==> config.mk <==
export PLATFORM = sky130hd
export DESIGN_NAME = ysyx_24080006_rd_arbiter
export DESIGN_NICKNAME = d
export VERILOG_FILES = /design/src/rtl/ysyx_24080006_rd_arbiter.sv
export SDC_FILE = /design/constraint.sdc
export NUM_CORES = 1
export LEC_CHECK = 0
export ABC_AREA = 1
export CELL_PAD_IN_SITES_DETAIL_PLACEMENT = 0
export CELL_PAD_IN_SITES_GLOBAL_PLACEMENT = 1
export CORE_MARGIN = 1
export CORE_UTILIZATION = 17
export DETAILED_ROUTE_END_ITERATION = 7
export GPL_TIMING_DRIVEN = 1
export PLACE_DENSITY = 0.85
export RECOVER_POWER = 50
export SETUP_SLACK_MARGIN = 0.4
export SYNTH_ARGS = -nofsm -noshare
export SYNTH_HDL_FRONTEND = slang
export SYNTH_SLANG_ARGS = --single-unit
==> constraint.sdc <==
create_clock -name clock -period 2.95 [get_ports clock]
set_input_delay 0.59 -clock clock [delete_from_list [all_inputs] [get_ports clock]]
set_output_delay 0.59 -clock clock [all_outputs]
set_load 0.02 [all_outputs]
==> src/rtl/ysyx_24080006_rd_arbiter.sv <==
// Two-master AXI4 read arbiter: ICU (I) and LSU (L) share one slave read port.
// One whole read transaction (AR through last R beat) is granted at a time;
// AR/R are routed combinationally and burst beats are tracked for faults.
module ysyx_24080006_rd_arbiter #(
  parameter int PRIO_MODE = 0,  // 0: round-robin, 1: L wins ties
  parameter int MAX_LEN   = 8
) (
  input  logic               clock,
  input  logic               reset,
  input  logic [31:0]        i_araddr,
  input  logic [MAX_LEN-1:0] i_arlen,
  input  logic [2:0]         i_arsize,
  input  logic [1:0]         i_arburst,
  input  logic               i_arvalid,
  output logic               i_arready,
  output logic [31:0]        i_rdata,
  output logic [1:0]         i_rresp,
  output logic               i_rlast,
  output logic               i_rvalid,
  input  logic               i_rready,
  input  logic [31:0]        l_araddr,
  input  logic [MAX_LEN-1:0] l_arlen,
  input  logic [2:0]         l_arsize,
  input  logic [1:0]         l_arburst,
  input  logic               l_arvalid,
  output logic               l_arready,
  output logic [31:0]        l_rdata,
  output logic [1:0]         l_rresp,
  output logic               l_rlast,
  output logic               l_rvalid,
  input  logic               l_rready,
  output logic [31:0]        s_araddr,
  output logic [MAX_LEN-1:0] s_arlen,
  output logic [2:0]         s_arsize,
  output logic [1:0]         s_arburst,
  output logic               s_arvalid,
  input  logic               s_arready,
  input  logic [31:0]        s_rdata,
  input  logic [1:0]         s_rresp,
  input  logic               s_rlast,
  input  logic               s_rvalid,
  output logic               s_rready,
  output logic               busy,
  output logic               proto_err
);

  typedef enum logic [1:0] {IDLE, GNT_I, GNT_L} state_e;

  state_e             state_q, state_d;
  logic               last_grant_q, last_grant_d;  // 0 = I, 1 = L
  logic               ar_done_q;
  logic [MAX_LEN-1:0] beat_cnt_q;
  logic [MAX_LEN-1:0] arlen_q;
  logic               proto_err_q;

  logic gnt_i, gnt_l, pick_l, ar_hs, r_hs, at_end, close_txn, err;

  assign gnt_i     = (state_q == GNT_I);
  assign gnt_l     = (state_q == GNT_L);
  assign ar_hs     = s_arvalid & s_arready;
  assign r_hs      = s_rvalid & s_rready;
  assign at_end    = (beat_cnt_q == arlen_q);
  // A beat that reaches the latched length closes the burst even without rlast.
  assign close_txn = r_hs & (s_rlast | (ar_done_q & at_end));
  assign err       = (state_q == IDLE && s_rvalid)
                   | (state_q != IDLE && s_rvalid && !ar_done_q)
                   | (r_hs & ar_done_q & (s_rlast != at_end));
  assign busy      = (state_q != IDLE);
  assign proto_err = proto_err_q;

  // Tie-break: fixed L priority, or the master that was not granted last.
  always_comb begin
    pick_l = l_arvalid;
    if (i_arvalid && l_arvalid)
      pick_l = (PRIO_MODE == 1) ? 1'b1 : ~last_grant_q;
  end

  // Next-state logic: grant from IDLE, release after the closing beat.
  always_comb begin
    state_d      = state_q;
    last_grant_d = last_grant_q;
    unique case (state_q)
      IDLE: begin
        if (i_arvalid || l_arvalid) begin
          state_d      = pick_l ? GNT_L : GNT_I;
          last_grant_d = pick_l;
        end
      end
      GNT_I, GNT_L: if (close_txn) state_d = IDLE;
      default: state_d = IDLE;
    endcase
  end

  // Channel routing: only the granted master is connected, everything else is 0.
  always_comb begin
    s_araddr  = '0;
    s_arlen   = '0;
    s_arsize  = '0;
    s_arburst = '0;
    s_arvalid = 1'b0;
    s_rready  = 1'b0;
    i_arready = 1'b0;
    l_arready = 1'b0;
    i_rdata = '0; i_rresp = '0; i_rlast = 1'b0; i_rvalid = 1'b0;
    l_rdata = '0; l_rresp = '0; l_rlast = 1'b0; l_rvalid = 1'b0;
    if (gnt_i) begin
      s_araddr  = i_araddr;
      s_arlen   = i_arlen;
      s_arsize  = i_arsize;
      s_arburst = i_arburst;
      s_arvalid = i_arvalid & ~ar_done_q;
      i_arready = s_arready & ~ar_done_q;
      s_rready  = i_rready;
      i_rdata = s_rdata; i_rresp = s_rresp; i_rlast = s_rlast; i_rvalid = s_rvalid;
    end else if (gnt_l) begin
      s_araddr  = l_araddr;
      s_arlen   = l_arlen;
      s_arsize  = l_arsize;
      s_arburst = l_arburst;
      s_arvalid = l_arvalid & ~ar_done_q;
      l_arready = s_arready & ~ar_done_q;
      s_rready  = l_rready;
      l_rdata = s_rdata; l_rresp = s_rresp; l_rlast = s_rlast; l_rvalid = s_rvalid;
    end
  end

  // State, single-AR-per-grant flag, beat counter and sticky fault flag.
  always_ff @(posedge clock) begin
    if (reset) begin
      state_q      <= IDLE;
      last_grant_q <= 1'b0;
      ar_done_q    <= 1'b0;
      beat_cnt_q   <= '0;
      arlen_q      <= '0;
      proto_err_q  <= 1'b0;
    end else begin
      state_q      <= state_d;
      last_grant_q <= last_grant_d;
      proto_err_q  <= proto_err_q | err;
      if (state_q != IDLE && state_d == IDLE) begin
        ar_done_q  <= 1'b0;
        beat_cnt_q <= '0;
      end else if (ar_hs) begin
        ar_done_q  <= 1'b1;
        beat_cnt_q <= '0;
        arlen_q    <= s_arlen;
      end else if (r_hs) begin
        beat_cnt_q <= beat_cnt_q + {{(MAX_LEN-1){1'b0}}, 1'b1};
      end
    end
  end

endmodule
**Yosys cells after proc, flatten, opt, wreduce, memory -nomap -nowiden**

Index checks and enable logic that the tools add are counted.

- Memories kept: 0
- Word-level logic and storage cells: 74
- Input bits: 133
- Bits in latches: 0
- Flip-flop bits (word level): 21
- ROM bits: 0
- Bits in writable memories: 0
- Output and inout bits: 123

- Add/sub/neg operators: 1
- Reductions and logical operators: 15
- Shift-type cells: 0
- Multiply operators: 0
- $lt $le $gt $ge: 0
- Divide/modulo/power cells: 0
- Equal/unequal tests: 4
- Bitwise operators: 16
- Multiplexer cells: 32

Operators with widths:

| cell | count |
|---|---|
| 32-bit two-way mux | 5 |
| 2-bit two-way mux | 8 |
| 8-bit two-way mux | 2 |
| 1-bit two-way mux | 14 |
| 1-bit AND | 9 |
| 8-bit by 1-bit adder with 8-bit output, second input constant | 1 |
| 8-bit == test | 1 |
| 3-bit two-way mux | 2 |
| 1-bit logical AND | 5 |
| 2-bit logical NOT | 2 |
| 1-bit OR | 4 |
| 2-bit case mux with 2 select lines | 1 |
| 2-bit AND reduction | 2 |
| 2-bit OR reduction | 2 |
| 1-bit NOT | 3 |
| 3-bit OR reduction | 1 |
| 2-bit by 1-bit == test with 1-bit output, second input constant | 1 |
| 2-bit == test, second input constant | 1 |
| 2-bit nonzero test | 1 |
| 1-bit logical NOT | 1 |
| 1-bit logical OR | 1 |
| 1-bit != test | 1 |

**Logic depth before layout (Yosys ltp)**

Gate-level depths: netlist of the first run.

- Depth in word-level cells: 11
- Gate-level depth with buffers: 18
- Depth with buffers taken out: 17

**Worst setup path before layout of the first run**

OpenSTA, ideal clock, no wires.

- Path kind: flip-flop to output port
- From: register state_q[1]
- To: output s_araddr[10]
- Arrival: 1.694 ns
- Setup slack: 0.666 ns
- Data required time: 2.360 ns
- Cell stages (with the launch flop): 9
- Cell sequence: dfxtp_1 > inv_1 > ha_1 > inv_1 > nand2_4 > inv_6 > clkbuf_1 > clkbuf_1 > a22o_1

- Longest elaborated chain between the ends: 3

RTL lines:

| element | RTL line | text |
|---|---|---|
| from (decl) | 49 | `state_e state_q, state_d;` |
| from (signal assigned) | 137 | `state_q <= state_d;` |
| 2-bit == test | 59 | `assign gnt_l = (state_q == GNT_L);` |
| 32-bit two-way mux | 115 | `end else if (gnt_l) begin` |
| 32-bit two-way mux * | 106 | `if (gnt_i) begin` |
| to (decl) | 32 | `output logic [31:0] s_araddr,` |

Mark *: on every way between the ends. The rest lies on a longest branch, timed or not.

**Worst setup path in the final report of the first run**

- From: register state_q[0]
- To: output s_arvalid

- Longest elaborated chain between the ends: 3

RTL lines:

| element | RTL line | text |
|---|---|---|
| 2-bit == test | 59 |  |
| 1-bit two-way mux | 115 |  |
| 1-bit two-way mux * | 106 |  |
| to (decl) | 36 | `output logic s_arvalid,` |

Marked as above.

==> out/results.tsv, run 1 <==
metric	value	unit
cts_hold_buf	0	
core-area	0.0129	mm²
required	2.36	ns
critPathBufInv	3	
syn_nets	540	
n_fill_cell	1375	
wirelength	11900	µm
design_area	0.00484	mm²
drc	0	
setup_tns	0	ns
grt_overflow_total	0	
globalplace.congestion	0.873	
final_nets	780	
wl_per_cell	14.6	µm
m1WireLength	4920	µm
hold_path.class	register to register	
rr_endpoint	beat_cnt_q[0]	
post_drt_via_cell_ratio	4.22	
diodes	0	
via_count	3431	
grt_pass1_vias	3377	
clkSinkCount	21	
post-cts-setup-buffers	0	
relSlewSlack	73.4	%
htree_levels	1	
drtIter0Drc	108	
root_buffer	clkbuf_16	
stdcell_count	813	
status	completed	
hold_depth	2	
max_freq	365	MHz
drive_above_1_share	3.28	%
die_h	118	µm
end_kind	output pin	
row_count	41	
portBuffers	255	
dr.pass1.iters	4	
p_leak	2.44	nW
post_cts_resized	51	
clkLatencyLatePin	0.25	ns
ys_seq_area_share	18.4	%
syn_to_final_growth	112	%
min_to	proto_err	
cp_top_family	buffers and inverters	
pin_count	256	
timing.final.crit_share	92.8	%
dp_cells	809	
worst_slew_pin_slew	0.396	ns
yosys_register_bits	21	
cp_slowest_cell	clkdlybuf4s50_1	
hold_violations	0	
hold_slack	0.495	ns
slew_viol_final	0	
grt_pass1_wl	18100	µm
dpl_cell_area	0.00500	mm²
hold_start	proto_err	
drv_cap	0	
synth_area	0.00228	mm²
postSynthCellCount	402	
r2r_cells	15	
ir_worst_vdd	0.148	mV
r2r-start	state_q[0]	
dieArea	0.0139	mm²
initial_utilization	17.7	%
min_period	2.74	ns
path_cells	ha_4 > buf_16 > nand2_1 > o21ai_0 > inv_1 > nor2_1 > clkdlybuf4s50_1	
rsz0062_at_grt	yes	
fin_util	37.6	%
cts_buffers	3	
power.density_cell_area	356	mW/mm²
setup_viol_count_final	0	
syn_avg_cell_area	5.68	µm²
hpwlAfterDp	9600	µm
synth_edf_count	0	
rrSetupSlack	0.32	ns
cp-start-kind	register	
grt_usage	16.2	%
wl_met2	6000	µm
ys.flop_type	dfxtp_1	
postRouteAntennaNets	0	
synth-async-reset-ratio	0	%
worstPathMaxFanout	82	
cts_tree	built	
cts_buffer_depth	2	
synth_warnings	0	
arrival	2.15	ns
yosysUniqueCellTypes	28	
antenna_found_initial	0	
fp.dieW	118	µm
dr.max_layer_used	met4	
skew	0.00285	ns
max_stage_delay	0.61	ns
path_class	register to output pin	
wl_met3	832	µm
path_clk_slew	0.06	ns
grt_max_degree	83	
==> per-layer routing <==
| metal | track usage [%] | vias to the layer above |
|---|---|---|
| met4 | 2.64 | 0 |
| met3 | 3.88 | 8 |
| met5 | 0 | - |
| met1 | 20.1 | 1566 |
| li1 | - | 1729 |
| met2 | 28.6 | 128 |
==> cell usage in the layout, fill, tap and decap left out, drive strengths merged, types with 6 or more instances in the layout <==
cell,n
inv,73
o21ai,6
dfxtp,21
clkdlybuf4s50,172
nand3,12
clkbuf,39
nor2,60
a22o,37
nand2,125
a22oi,8
dlygate4sd2,40
a21oi,16
==> cell families after synthesis <==
family | synth area share (%)
AOI/OAI and AO/OA | 22.6
adders and majority gates | 2.74
DFF | 18.4
buffers and inverters | 16.8
and+or+nand+nor | 36.3
xor gates and xnor gates | 3.07
==> metrics by stage <==
| step | setup WS (ns) | total power [W] |
|---|---|---|
| 2_1_floorplan | 0.666 | 0.000923 |
| 3_3_place_gp | 0.317 | 0.00153 |
| 3_5_place_dp | 0.312 | 0.00154 |
| 4_1_cts | 0.196 | 0.00178 |
| 5_1_grt | 0.0773 | 0.00184 |
| 6_report | 0.213 | 0.00172 |
==> worst max path at each step <==
stage	depth (start not counted)	to	startpoint
after detailed placement	6	s_arvalid	l_arvalid
after global routing	15	beat_cnt_q[0]	state_q[0]
after CTS	8	s_arlen[7]	state_q[1]
after global placement	6	s_arvalid	l_arvalid
after floorplan	8	s_araddr[10]	state_q[1]
final	7	s_arvalid	state_q[0]
==> sequential cells by signal, summed over array words and instances, names as in the netlist <==
signal / flops
arlen_q: 8
ar_done_q: 1
beat_cnt_q: 8
last_grant_q: 1
proto_err: 1
state_q: 2
==> Yosys cell counts (2+ instances only) <==
cell	number	area, µm²
nand3_1	10	50.1
nand3_2	2	20.0
ha_1	5	62.6
xnor2_1	5	43.8
a22o_1	37	324
buf_1	5	18.8
nand2_4	4	45.0
nand2_1	119	447
dfxtp_1	21	420
nand4_1	2	12.5
inv_1	72	270
nor2_1	60	225
clkbuf_1	14	52.6
buf_2	3	15.0
a21oi_1	15	75.1
nand2_2	2	12.5
xor2_1	3	26.3
o21ai_0	6	30.0
a22oi_1	8	60.1
==> cell type report <==
| type | count | area [µm²] | area share (%) |
|---|---|---|---|
| Clock buffer | 3 | 75.1 | 1.55 |
| Multi-Input combinational cell | 284 | 1490 | 30.8 |
| Sequential cell | 21 | 420 | 8.68 |
| Inverter | 73 | 290 | 5.99 |
| Timing Repair Buffer | 259 | 2350 | 48.5 |
| Clock inverter | 1 | 5.00 | 0.103 |
| Tap cell | 172 | 215 | 4.44 |
==> power by group <==
group	total, W	internal (W)	leakage, nW	switching (W)
Sequential	0.000318	0.000302	0.171	0.0000160
Combinational	0.00111	0.000483	2.22	0.000631
Clock	0.000290	0.000182	0.0409	0.000108
Total	0.00172	0.000967	2.44	0.000755
==> worst reg2reg max path, stage by stage (launching register included) <==
cell     delay, ns
dfxtp_1       0.46
inv_1         0.11
ha_1          0.28
nand2_4       0.17
inv_16        0.09
nand2_1       0.12
nand2_4       0.05
nand2_1       0.27
a21oi_2       0.05
nand2_1       0.13
nand2_1       0.06
nand2_1       0.06
nand2_1       0.09
nand2_4       0.21
nand3_2       0.23
a21oi_1       0.19
(Power assumes the default switching activity.)
==> run 2, diff against run 1 <==
--- a/config.mk
+++ b/config.mk
@@ -10,6 +10,7 @@
 export CELL_PAD_IN_SITES_GLOBAL_PLACEMENT = 1
 export CORE_MARGIN = 1
 export CORE_UTILIZATION = 17
+export CTS_CLUSTER_DIAMETER = 200
 export DETAILED_ROUTE_END_ITERATION = 7
 export GPL_TIMING_DRIVEN = 1
 export PLACE_DENSITY = 0.85
==> results of run 2 <==
Same layout as run 1: the final DEF is identical, and so are final timing and power.
==> run 3, diff against run 2 <==
--- a/config.mk
+++ b/config.mk
@@ -8,6 +8,7 @@
 export ABC_AREA = 1
 export CELL_PAD_IN_SITES_DETAIL_PLACEMENT = 0
 export CELL_PAD_IN_SITES_GLOBAL_PLACEMENT = 1
+export CORE_ASPECT_RATIO = 0.7
 export CORE_MARGIN = 1
 export CORE_UTILIZATION = 17
 export CTS_CLUSTER_DIAMETER = 200
@@ -16,6 +17,7 @@
 export PLACE_DENSITY = 0.85
 export RECOVER_POWER = 50
 export SETUP_SLACK_MARGIN = 0.4
+export SLEW_MARGIN = 20
 export SYNTH_ARGS = -nofsm -noshare
 export SYNTH_HDL_FRONTEND = slang
 export SYNTH_SLANG_ARGS = --single-unit
==> run 3 against run 2 <==
  * Sequential share of layout area is essentially flat
  * Critical path depth unchanged
  * First-iteration DRC count increased by 41%
  * Non-clock buffer count increased by 2
  * Clock power about the same
  * Global-route usage is 0.51 points higher
  * Largest power group unchanged
  * Critical path type unchanged
  * Sequential power barely moved
  * Die area hardly changed
  * Register-to-register slack improved by 0.13 ns
  * Flip-flop and latch count did not move
==> out/results.tsv, run 3 (synthesis results as in run 1) <==
metric	value	unit	change
status	completed		
reg.largest.list	arlen_q: 8 flops, beat_cnt_q: 8 flops, state_q: 2 flops		
timing.final.crit_share	92.8	%	about the same
rsz0062_at_grt	yes		
portBuffers	255		unchanged
swShare	45.1	%	+1.2 points
pwr-share-seq	18.3	%	-0.2 points
grt_pass1_wl	18100	µm	-0.19%
grt_max_degree	60		-28%
hold_path.class	register to register		
diodes	0		unchanged
drc	0		unchanged
min_period	2.74	ns	+0.00125 ns
cts_buffer_depth	2		unchanged
arrival	2.15	ns	about the same
ir_worst_vdd	0.255	mV	+72%
postRouteAntennaNets	0		unchanged
end_kind	output pin		
combPwrFrac	64.9	%	+0.2 points
relSlewSlack	71.8	%	-1.6 points
max_freq	365	MHz	about the same
grt_pass1_vias	3275		-3.0%
p_sw	0.000785	W	+3.9%
dieArea	0.0139	mm²	about the same
cp-start-kind	register		
final_nets	782		+0.26%
p_total	0.00174	W	+1.1%
pin_count	256		unchanged
globalplace.congestion	0.841		-3.6%
wl_met3	1010	µm	+21%
worstPathMaxFanout	59		-28%
p_leak	2.40	nW	-1.6%
drtIter0Drc	152		+41%
path_class	register to output pin		
setup_viol_count_final	0		unchanged
clkSinkCount	21		unchanged
m1WireLength	5380	µm	+9.4%
wl_per_cell	15.4	µm	+5.9%
slew_viol_final	0		unchanged
wirelength	12500	µm	+5.3%
path_clk_slew	0.06	ns	about the same
hold_violations	0		unchanged
syn_to_final_growth	112	%	
cts_hold_buf	0		unchanged
initial_utilization	17.4	%	-0.35 points
antenna_found_initial	0		unchanged
via_count	3501		+2.0%
dr.pass1.iters	6		+2
root_buffer	clkbuf_16		
fp.dieW	141	µm	+19%
grt_overflow_total	0		unchanged
post_drt_via_cell_ratio	4.33		+2.5%
skew	0.00723	ns	+0.00438 ns
wl_met2	5780	µm	-3.8%
clkLatencyLatePin	0.25	ns	about the same
core-area	0.0131	mm²	+2.0%
htree_levels	1		unchanged
drv_cap	0		unchanged
power.density_cell_area	360	mW/mm²	+1.3%
row_count	35		-15%
dr.max_layer_used	met4		
p_int	0.000957	W	-1.1%
layout_common_cells	clkdlybuf4s50_1 (174), nand2_1 (119), inv_1 (72)		
grt_usage	16.7	%	+0.51 points
cts_tree	built		
final_common_cell	clkdlybuf4s50_1		
required	2.36	ns	about the same
pwr-share-clk	16.7	%	about the same
drive_above_1_share	4.20	%	+0.92 points
setup_tns	0	ns	unchanged
cts_buffers	3		unchanged
die_h	99.0	µm	-16%
hpwlAfterDp	9630	µm	+0.30%
worst_slew_pin_slew	0.420	ns	+0.0245 ns
run 3: cell types whose count changed in the layout (fill, tap and decap cells not counted), sizes merged:
cell           change
buf                +1
clkbuf            +11
clkdlybuf4s50      +2
clkinv             -1
clkinvlp           +1
dlygate4sd2       -10
dlygate4sd3        -2
run 3: area by class of cell:
| type | count | area (µm²) |
|---|---|---|
| clock buffer | 3 | 75.1 |
| clock inverter | 1 | 7.51 |
| fill | 1429 | 8310 |
| inverter | 73 | 290 |
| multi-input combinational | 284 | 1510 |
| sequential | 21 | 420 |
| tap | 166 | 208 |
| timing repair buffer | 261 | 2320 |
run 3: repair_timing:
| item | in CTS | in global routing |
|---|---|---|
| setup buffers | 0 | 1 |
| setup endpoints to repair | 114 | 97 |
| cloned | 1 | 1 |
| resized for setup | 78 | 85 |
run 3: worst max-delay path, cell delays in order, from the launching register on:
cell             delay (ns)
dfxtp_1                0.46
ha_4                   0.21
buf_16                 0.26
nand2_1                0.08
o21ai_0                0.08
inv_1                  0.07
nor2_1                 0.10
clkdlybuf4s50_1        0.62
run 3: worst paths after layout:
path	startpoint	end	slack, ns	cells after the start
worst max-delay path	state_q[0]	s_arvalid	0.21	7
worst min-delay path	proto_err	proto_err	0.49	2
worst max register to register	state_q[0]	beat_cnt_q[0]	0.45	15
worst min register to register	proto_err	proto_err	0.49	2
run 3: layer usage:
layer	vias up	GRT usage, %
met2	158	29.1
met1	1592	20.1
met4	0	5.52
met3	14	4.23
met5	-	0
li1	1737	-
run 3: stage by stage:
| stage | instances | cell area, µm² | worst slack [ns] | hold WS [ns] | util, % |
|---|---|---|---|---|---|
| after floorplan | 402 | 2280 | 0.666 | 0.472 | - |
| after global placement | 802 | 4980 | 0.277 | 0.483 | 37.9 |
| after detailed placement | 802 | 4980 | 0.290 | 0.472 | 37.9 |
| after CTS | 807 | 5040 | 0.198 | 0.492 | 38.3 |
| after global routing | 809 | 4830 | 0.100 | 0.530 | 36.8 |
| final | 809 | 4830 | 0.211 | 0.495 | 36.8 |
run 3: power groups by stage:
| stage | logic, W | registers (W) | clock network, W |
|---|---|---|---|
| 4_1_cts | 0.00119 | 0.000319 | 0.000297 |
| 6_report | 0.00113 | 0.000319 | 0.000291 |
| 5_1_grt | 0.00121 | 0.000321 | 0.000310 |
| 3_5_place_dp | 0.00123 | 0.000325 | 0 |
| 3_3_place_gp | 0.00122 | 0.000324 | 0 |
| 2_1_floorplan | 0.000603 | 0.000321 | 0 |
